--- config.mk ---
export PLATFORM = sky130hd
export DESIGN_NAME = serv_exec_seq
export DESIGN_NICKNAME = d
export VERILOG_FILES = /design/src/rtl/serv_seq_pkg.sv /design/src/rtl/serv_exec_cnt.sv /design/src/rtl/serv_exec_seq.sv
export SDC_FILE = /design/constraint.sdc
export NUM_CORES = 1
export LEC_CHECK = 0
export ABC_CLOCK_PERIOD_IN_PS = 3500
export BUFFER_PORTS_ARGS = -buffer_cell sky130_fd_sc_hd__clkbuf_2
export CAP_MARGIN = 10
export CORE_AREA = 2 2 39 41
export CTS_BUF_LIST = sky130_fd_sc_hd__clkbuf_8
export DETAILED_ROUTE_END_ITERATION = 16
export DIE_AREA = 0 0 41 43
export PLACE_DENSITY = 0.86
export RECOVER_POWER = 100
export SETUP_SLACK_MARGIN = 0.5
export SYNTH_ARGS = -nofsm -noshare
export SYNTH_HDL_FRONTEND = slang
export SYNTH_SLANG_ARGS = --single-unit
--- constraint.sdc ---
create_clock -name i_clk -period 3.5 [get_ports i_clk]
set_clock_uncertainty 0.15 [all_clocks]
set_input_delay 0.7 -clock i_clk [delete_from_list [all_inputs] [get_ports i_clk]]
set_output_delay 0.7 -clock i_clk [all_outputs]
set_load 0.02 [all_outputs]
--- src/rtl/serv_seq_pkg.sv ---
// Shared definitions for the SERV execution sequencer.
// Covers the FSM state encoding and the geometry of the bit-serial count window.
package serv_seq_pkg;

  typedef enum logic [2:0] {
    S_IDLE   = 3'd0,
    S_FETCH  = 3'd1,
    S_DECODE = 3'd2,
    S_RFWAIT = 3'd3,
    S_RUN    = 3'd4
  } seq_state_e;

  localparam int CNT_W    = 5;
  localparam int CNT_LAST = 31;

endpackage

--- src/rtl/serv_exec_cnt.sv ---
// Bit index and pass counters for the serial execution window.
// The pass limit is latched once per instruction and saturated to the configured maximum.
module serv_exec_cnt
  import serv_seq_pkg::*;
#(
  parameter int MAX_PASSES = 4,
  parameter int PASS_W     = 2
) (
  input  logic              i_clk,
  input  logic              i_rst,
  input  logic              i_clear,
  input  logic              i_load,
  input  logic [PASS_W-1:0] i_passes,
  input  logic              i_adv,
  output logic [CNT_W-1:0]  o_cnt,
  output logic [PASS_W-1:0] o_pass,
  output logic              o_cnt_last,
  output logic              o_last_pass
);

  localparam logic [PASS_W-1:0] PASS_MAX = PASS_W'(MAX_PASSES - 1);
  localparam logic [CNT_W-1:0]  CNT_END  = CNT_W'(CNT_LAST);

  logic [CNT_W-1:0]  cnt_q, cnt_d;
  logic [PASS_W-1:0] pass_q, pass_d;
  logic [PASS_W-1:0] passMax_q, passMax_d;

  assign o_cnt       = cnt_q;
  assign o_pass      = pass_q;
  assign o_cnt_last  = (cnt_q == CNT_END);
  assign o_last_pass = (pass_q == passMax_q);

  // The bit index wraps on its own; the pass index only moves on the last bit and
  // returns to zero once the final pass completes.
  always_comb begin
    cnt_d     = cnt_q;
    pass_d    = pass_q;
    passMax_d = passMax_q;
    if (i_load) begin
      passMax_d = (i_passes > PASS_MAX) ? PASS_MAX : i_passes;
    end
    if (i_clear) begin
      cnt_d  = '0;
      pass_d = '0;
    end else if (i_adv) begin
      cnt_d = cnt_q + 1'b1;
      if (o_cnt_last) begin
        pass_d = o_last_pass ? '0 : pass_q + 1'b1;
      end
    end
  end

  always_ff @(posedge i_clk) begin
    if (i_rst) begin
      cnt_q     <= '0;
      pass_q    <= '0;
      passMax_q <= '0;
    end else begin
      cnt_q     <= cnt_d;
      pass_q    <= pass_d;
      passMax_q <= passMax_d;
    end
  end

endmodule

--- src/rtl/serv_exec_seq.sv ---
// Bit-serial execution sequencer: fetch, decode strobe, RF request and the 32-cycle count window.
// Build option SERV_EXEC_SEQ_STALL_EN makes i_stall pause the count window; otherwise it is ignored.
module serv_exec_seq
  import serv_seq_pkg::*;
#(
  parameter int MAX_PASSES = 4,
  parameter int PASS_W     = 2
) (
  input  logic              i_clk,
  input  logic              i_rst,
  output logic              o_ibus_cyc,
  input  logic              i_ibus_ack,
  output logic              o_wb_en,
  input  logic [PASS_W-1:0] i_passes,
  output logic              o_rf_rreq,
  input  logic              i_rf_ready,
  input  logic              i_stall,
  output logic              o_cnt_en,
  output logic [CNT_W-1:0]  o_cnt,
  output logic              o_cnt0,
  output logic              o_cnt_done,
  output logic [PASS_W-1:0] o_pass,
  output logic              o_last_pass,
  output logic              o_instr_done
);

  seq_state_e state_q, state_d;
  logic       instrDone_q, instrDone_d;
  logic       stallEff;
  logic       cntEn;
  logic       cntLast;

`ifdef SERV_EXEC_SEQ_STALL_EN
  assign stallEff = i_stall;
`else
  logic unusedStall;
  assign unusedStall = i_stall;
  assign stallEff    = 1'b0;
`endif

  serv_exec_cnt #(
    .MAX_PASSES (MAX_PASSES),
    .PASS_W     (PASS_W)
  ) u_cnt (
    .i_clk       (i_clk),
    .i_rst       (i_rst),
    .i_clear     (state_q != S_RUN),
    .i_load      (state_q == S_DECODE),
    .i_passes    (i_passes),
    .i_adv       (cntEn),
    .o_cnt       (o_cnt),
    .o_pass      (o_pass),
    .o_cnt_last  (cntLast),
    .o_last_pass (o_last_pass)
  );

  always_ff @(posedge i_clk) begin
    if (i_rst) begin
      state_q     <= S_IDLE;
      instrDone_q <= 1'b0;
    end else begin
      state_q     <= state_d;
      instrDone_q <= instrDone_d;
    end
  end

  // Passes run back to back inside RUN; only the last bit of the last pass leaves it.
  always_comb begin
    state_d     = state_q;
    instrDone_d = cntEn & cntLast & o_last_pass;
    case (state_q)
      S_IDLE:   state_d = S_FETCH;
      S_FETCH:  if (i_ibus_ack) state_d = S_DECODE;
      S_DECODE: state_d = S_RFWAIT;
      S_RFWAIT: if (i_rf_ready) state_d = S_RUN;
      S_RUN:    if (instrDone_d) state_d = S_IDLE;
      default:  state_d = S_IDLE;
    endcase
  end

  always_comb begin
    o_ibus_cyc = 1'b0;
    o_rf_rreq  = 1'b0;
    cntEn      = 1'b0;
    case (state_q)
      S_FETCH:  o_ibus_cyc = 1'b1;
      S_DECODE: o_rf_rreq  = 1'b1;
      S_RUN:    cntEn      = ~stallEff;
      default:  ;
    endcase
  end

  assign o_wb_en      = o_ibus_cyc & i_ibus_ack;
  assign o_cnt_en     = cntEn;
  assign o_cnt0       = cntEn & (o_cnt == '0);
  assign o_cnt_done   = cntEn & cntLast;
  assign o_instr_done = instrDone_q;

endmodule
==> results.py <==
metrics = {
    "logic_synthesis": {
        "yosys.cell_types.count": 27,
        "async_reset_ff_frac": 0,
        "ys_seq_elements": 13,
        "avgSynthCellArea_um2": 9.29,
        "synth_area_leaders": "dfxtp_1 (41%), ha_1 (5.9%), nor2_1 (5.9%)",
        "yosysSeqAreaShare": 0.412,
        "yosysTopAreaCellShare": 0.412,
        "syn_area_um2": 632,
        "synthCells": 68,
        "synth_flop_cell": "dfxtp_1",
        "synth_warnings": 0,
        "yosys.area.top_type": "dfxtp_1",
        "synth_edf_count": 0,
        "syn_nets": 78,
    },
    "die": {
        "fp.dieW_um": 41,
        "fp-row-count": 14,
        "initial_core_util": 0.457,
        "die_y_um": 43,
        "die_area_um2": 1760,
        "ioPinCount": 22,
        "core_area_um2": 1380,
    },
    "timing": {
        "final_hold_viol_count": 0,
        "max_freq_mhz": 383,
        "fin_tns_setup_ns": 0,
        "fin_crit_sh": 0.746,
        "tightest_slew_ns": 0.678,
        "finalMaxSlewViolations": 0,
        "whs_ns": 0.342,
        "rsz0062_at_grt": "no",
        "fin_crit_ns": 2.61,
        "slew_headroom": 0.547,
        "finalSetupViolations": 0,
    },
    "clocking": {
        "clk_latency_ns": 0.25,
        "cts.path.max_buffers": 2,
        "path_clk_slew_ns": 0.05,
        "hold_buffers": 0,
        "ctsResizeCount": 0,
        "cts.sinks": 13,
        "numCtsBuffers": 3,
        "tritoncts": "yes",
        "cts-root-buf": "clkbuf_8",
        "htree_levels": 1,
        "cts_setup_buffers": 0,
    },
    "cells_and_area": {
        "ff_latch_area_um2": 260,
        "drive_gt1_frac": 0.109,
        "area_growth_pct": 19.8,
        "final_cells": 108,
        "n_fill_cell": 136,
        "diodes": 0,
        "mostFrequentLayoutCells": "clkbuf_1 (14), dfxtp_1 (13), nor2_1 (10), inv_1 (6), clkbuf_2 (6)",
        "multi_input_comb_area_um2": 330,
        "mostFrequentLayoutCell": "clkbuf_1",
        "nets": 103,
    },
    "setup_path": {
        "startpoint": "state_q[2]$_SDFFE_PP0P_",
        "critPathTopFamily": "simple AND/OR/NAND/NOR gates",
        "critical_path_arrival_ns": 1.76,
        "rr_endpoint": "state_q[2]$_SDFFE_PP0P_",
        "endpoint": "o_cnt0",
        "path_buf_inv": 1,
        "startpoint_type": "flop",
        "cp-end-kind": "primary output",
        "slowest_delay_ns": 0.60,
        "crit_slowest_cell": "nor3b_1",
        "required_ns": 2.65,
        "reg2reg_slack_ns": 1.73,
        "worstSetupPathType": "reg2out",
        "rr_worst_depth": 6,
        "cp.depth": 3,
        "cp_max_fo": 6,
        "r2r-start": "u_cnt.o_cnt[0]$_SDFFE_PP0N_",
        "cp_cell_sequence": "nor3b_1 -> and4b_1 -> clkbuf_1",
    },
    "drt": {
        "drt_iter0_markers": 8,
        "firstDrtPassIters": 4,
        "maxUsedRoutingLayer": "met4",
        "drcViolationCount": 0,
        "vias": 546,
        "met3_length_um": 62,
        "met1_length_um": 522,
        "routed-wl-met2_um": 639,
        "wl_per_cell_um": 11.8,
        "via_per_inst": 5.06,
        "wl_um": 1270,
        "ant_nets": 0,
    },
    "power_and_ir_drop": {
        "ir_drop_v": 0.000249,
        "power.leakage_nw": 0.316,
        "power_w": 0.000317,
        "power.density_nw_per_um2": 419,
    },
    "placement": {
        "io_buffer_count": 20,
        "place_hpwl_um": 944,
        "gp_congestion": 0.781,
        "dp.cells": 104,
    },
    "global_route": {
        "grt_pass1_wl_um": 2100,
        "overflow": 0,
        "antenna_found_initial": 0,
        "grt.total_usage": 0.186,
        "grt_max_degree": 8,
        "first_global_vias": 525,
    },
    "job": {
        "cap_violations": 0,
    },
    "run_status": {
        "outcome": "finished, final reports clean",
    },
    "worst_hold_path": {
        "hp-class": "reg2reg",
    },
}
## registers in the layout, summed over array words and instances (netlist names)
register,count
state_q,3
u_cnt.passMax_q,2
o_instr_done,1
u_cnt.o_pass,2
u_cnt.o_cnt,5
## metrics by stage
step           cell area (um^2)  worst slack, ns   util
6_report                    757            0.890  0.547
5_1_grt                     757            0.745  0.547
4_1_cts                     797             1.03  0.576
3_5_place_dp                752             1.30  0.543
3_3_place_gp                752             1.36  0.543
2_1_floorplan               632             1.34      -
## Yosys cell counts (2+ instances only)
| cell type | n |
|---|---|
| a21oi_1 | 3 |
| and2_1 | 3 |
| and3_1 | 3 |
| dfxtp_1 | 13 |
| ha_1 | 3 |
| inv_1 | 5 |
| mux2i_1 | 2 |
| nand2_1 | 3 |
| nand2b_1 | 3 |
| nor2_1 | 10 |
| nor2b_1 | 2 |
| xor2_1 | 3 |
## worst reg2reg max path, stage by stage (launching register included)
cell      delay [ns]
dfxtp_1         0.39
ha_1            0.23
and3_1          0.17
ha_1            0.26
inv_1           0.08
o31ai_1         0.24
a221oi_1        0.12
## report_power, final
group,internal [W],total [W],switching [W]
Combinational,0.0000119,0.0000288,0.0000170
Clock,0.0000776,0.000132,0.0000545
Sequential,0.000152,0.000156,0.00000452
## how the worst min path moves through the flow
stage                                 from                           to  slack [ns]  cells after the start
2_1_floorplan      state_q[2]$_SDFFE_PP0P_      state_q[1]$_SDFFE_PP0P_        0.35                      1
3_3_place_gp   u_cnt.o_cnt[0]$_SDFFE_PP0N_  u_cnt.o_cnt[0]$_SDFFE_PP0N_        0.31                      1
6_report       u_cnt.o_cnt[0]$_SDFFE_PP0N_  u_cnt.o_cnt[0]$_SDFFE_PP0N_        0.34                      1
3_5_place_dp   u_cnt.o_cnt[0]$_SDFFE_PP0N_  u_cnt.o_cnt[0]$_SDFFE_PP0N_        0.33                      1
4_1_cts        u_cnt.o_cnt[0]$_SDFFE_PP0N_  u_cnt.o_cnt[0]$_SDFFE_PP0N_        0.34                      1
5_1_grt        u_cnt.o_cnt[0]$_SDFFE_PP0N_  u_cnt.o_cnt[0]$_SDFFE_PP0N_        0.40                      1
## per-layer routing
metal | vias to the layer above | global-route usage
met4 | 0 | 0.140
met2 | 13 | 0.297
met3 | 5 | 0.0628
li1 | 282 | -
met5 | - | 0
met1 | 246 | 0.183
## area by class of cell
type                            instances  share of cell area
Inverter                                5              0.0248
Clock buffer                            3              0.0545
Tap cell                               16              0.0264
Timing Repair Buffer                   20               0.109
Sequential cell                        13               0.344
Clock inverter                          1             0.00496
Multi-Input combinational cell         50               0.436
## cells by family after synthesis
group / count (synthesis) / synth area share
AND/OR/NAND/NOR: 32 / 0.313
flip-flops: 13 / 0.412
AO/OA/AOI/OAI: 9 / 0.0990
buffers and inverters: 5 / 0.0297
XOR/XNOR: 4 / 0.0555
adder cells (fa/ha/maj): 3 / 0.0594
multiplexers: 2 / 0.0317
(Power assumes the default switching activity.)
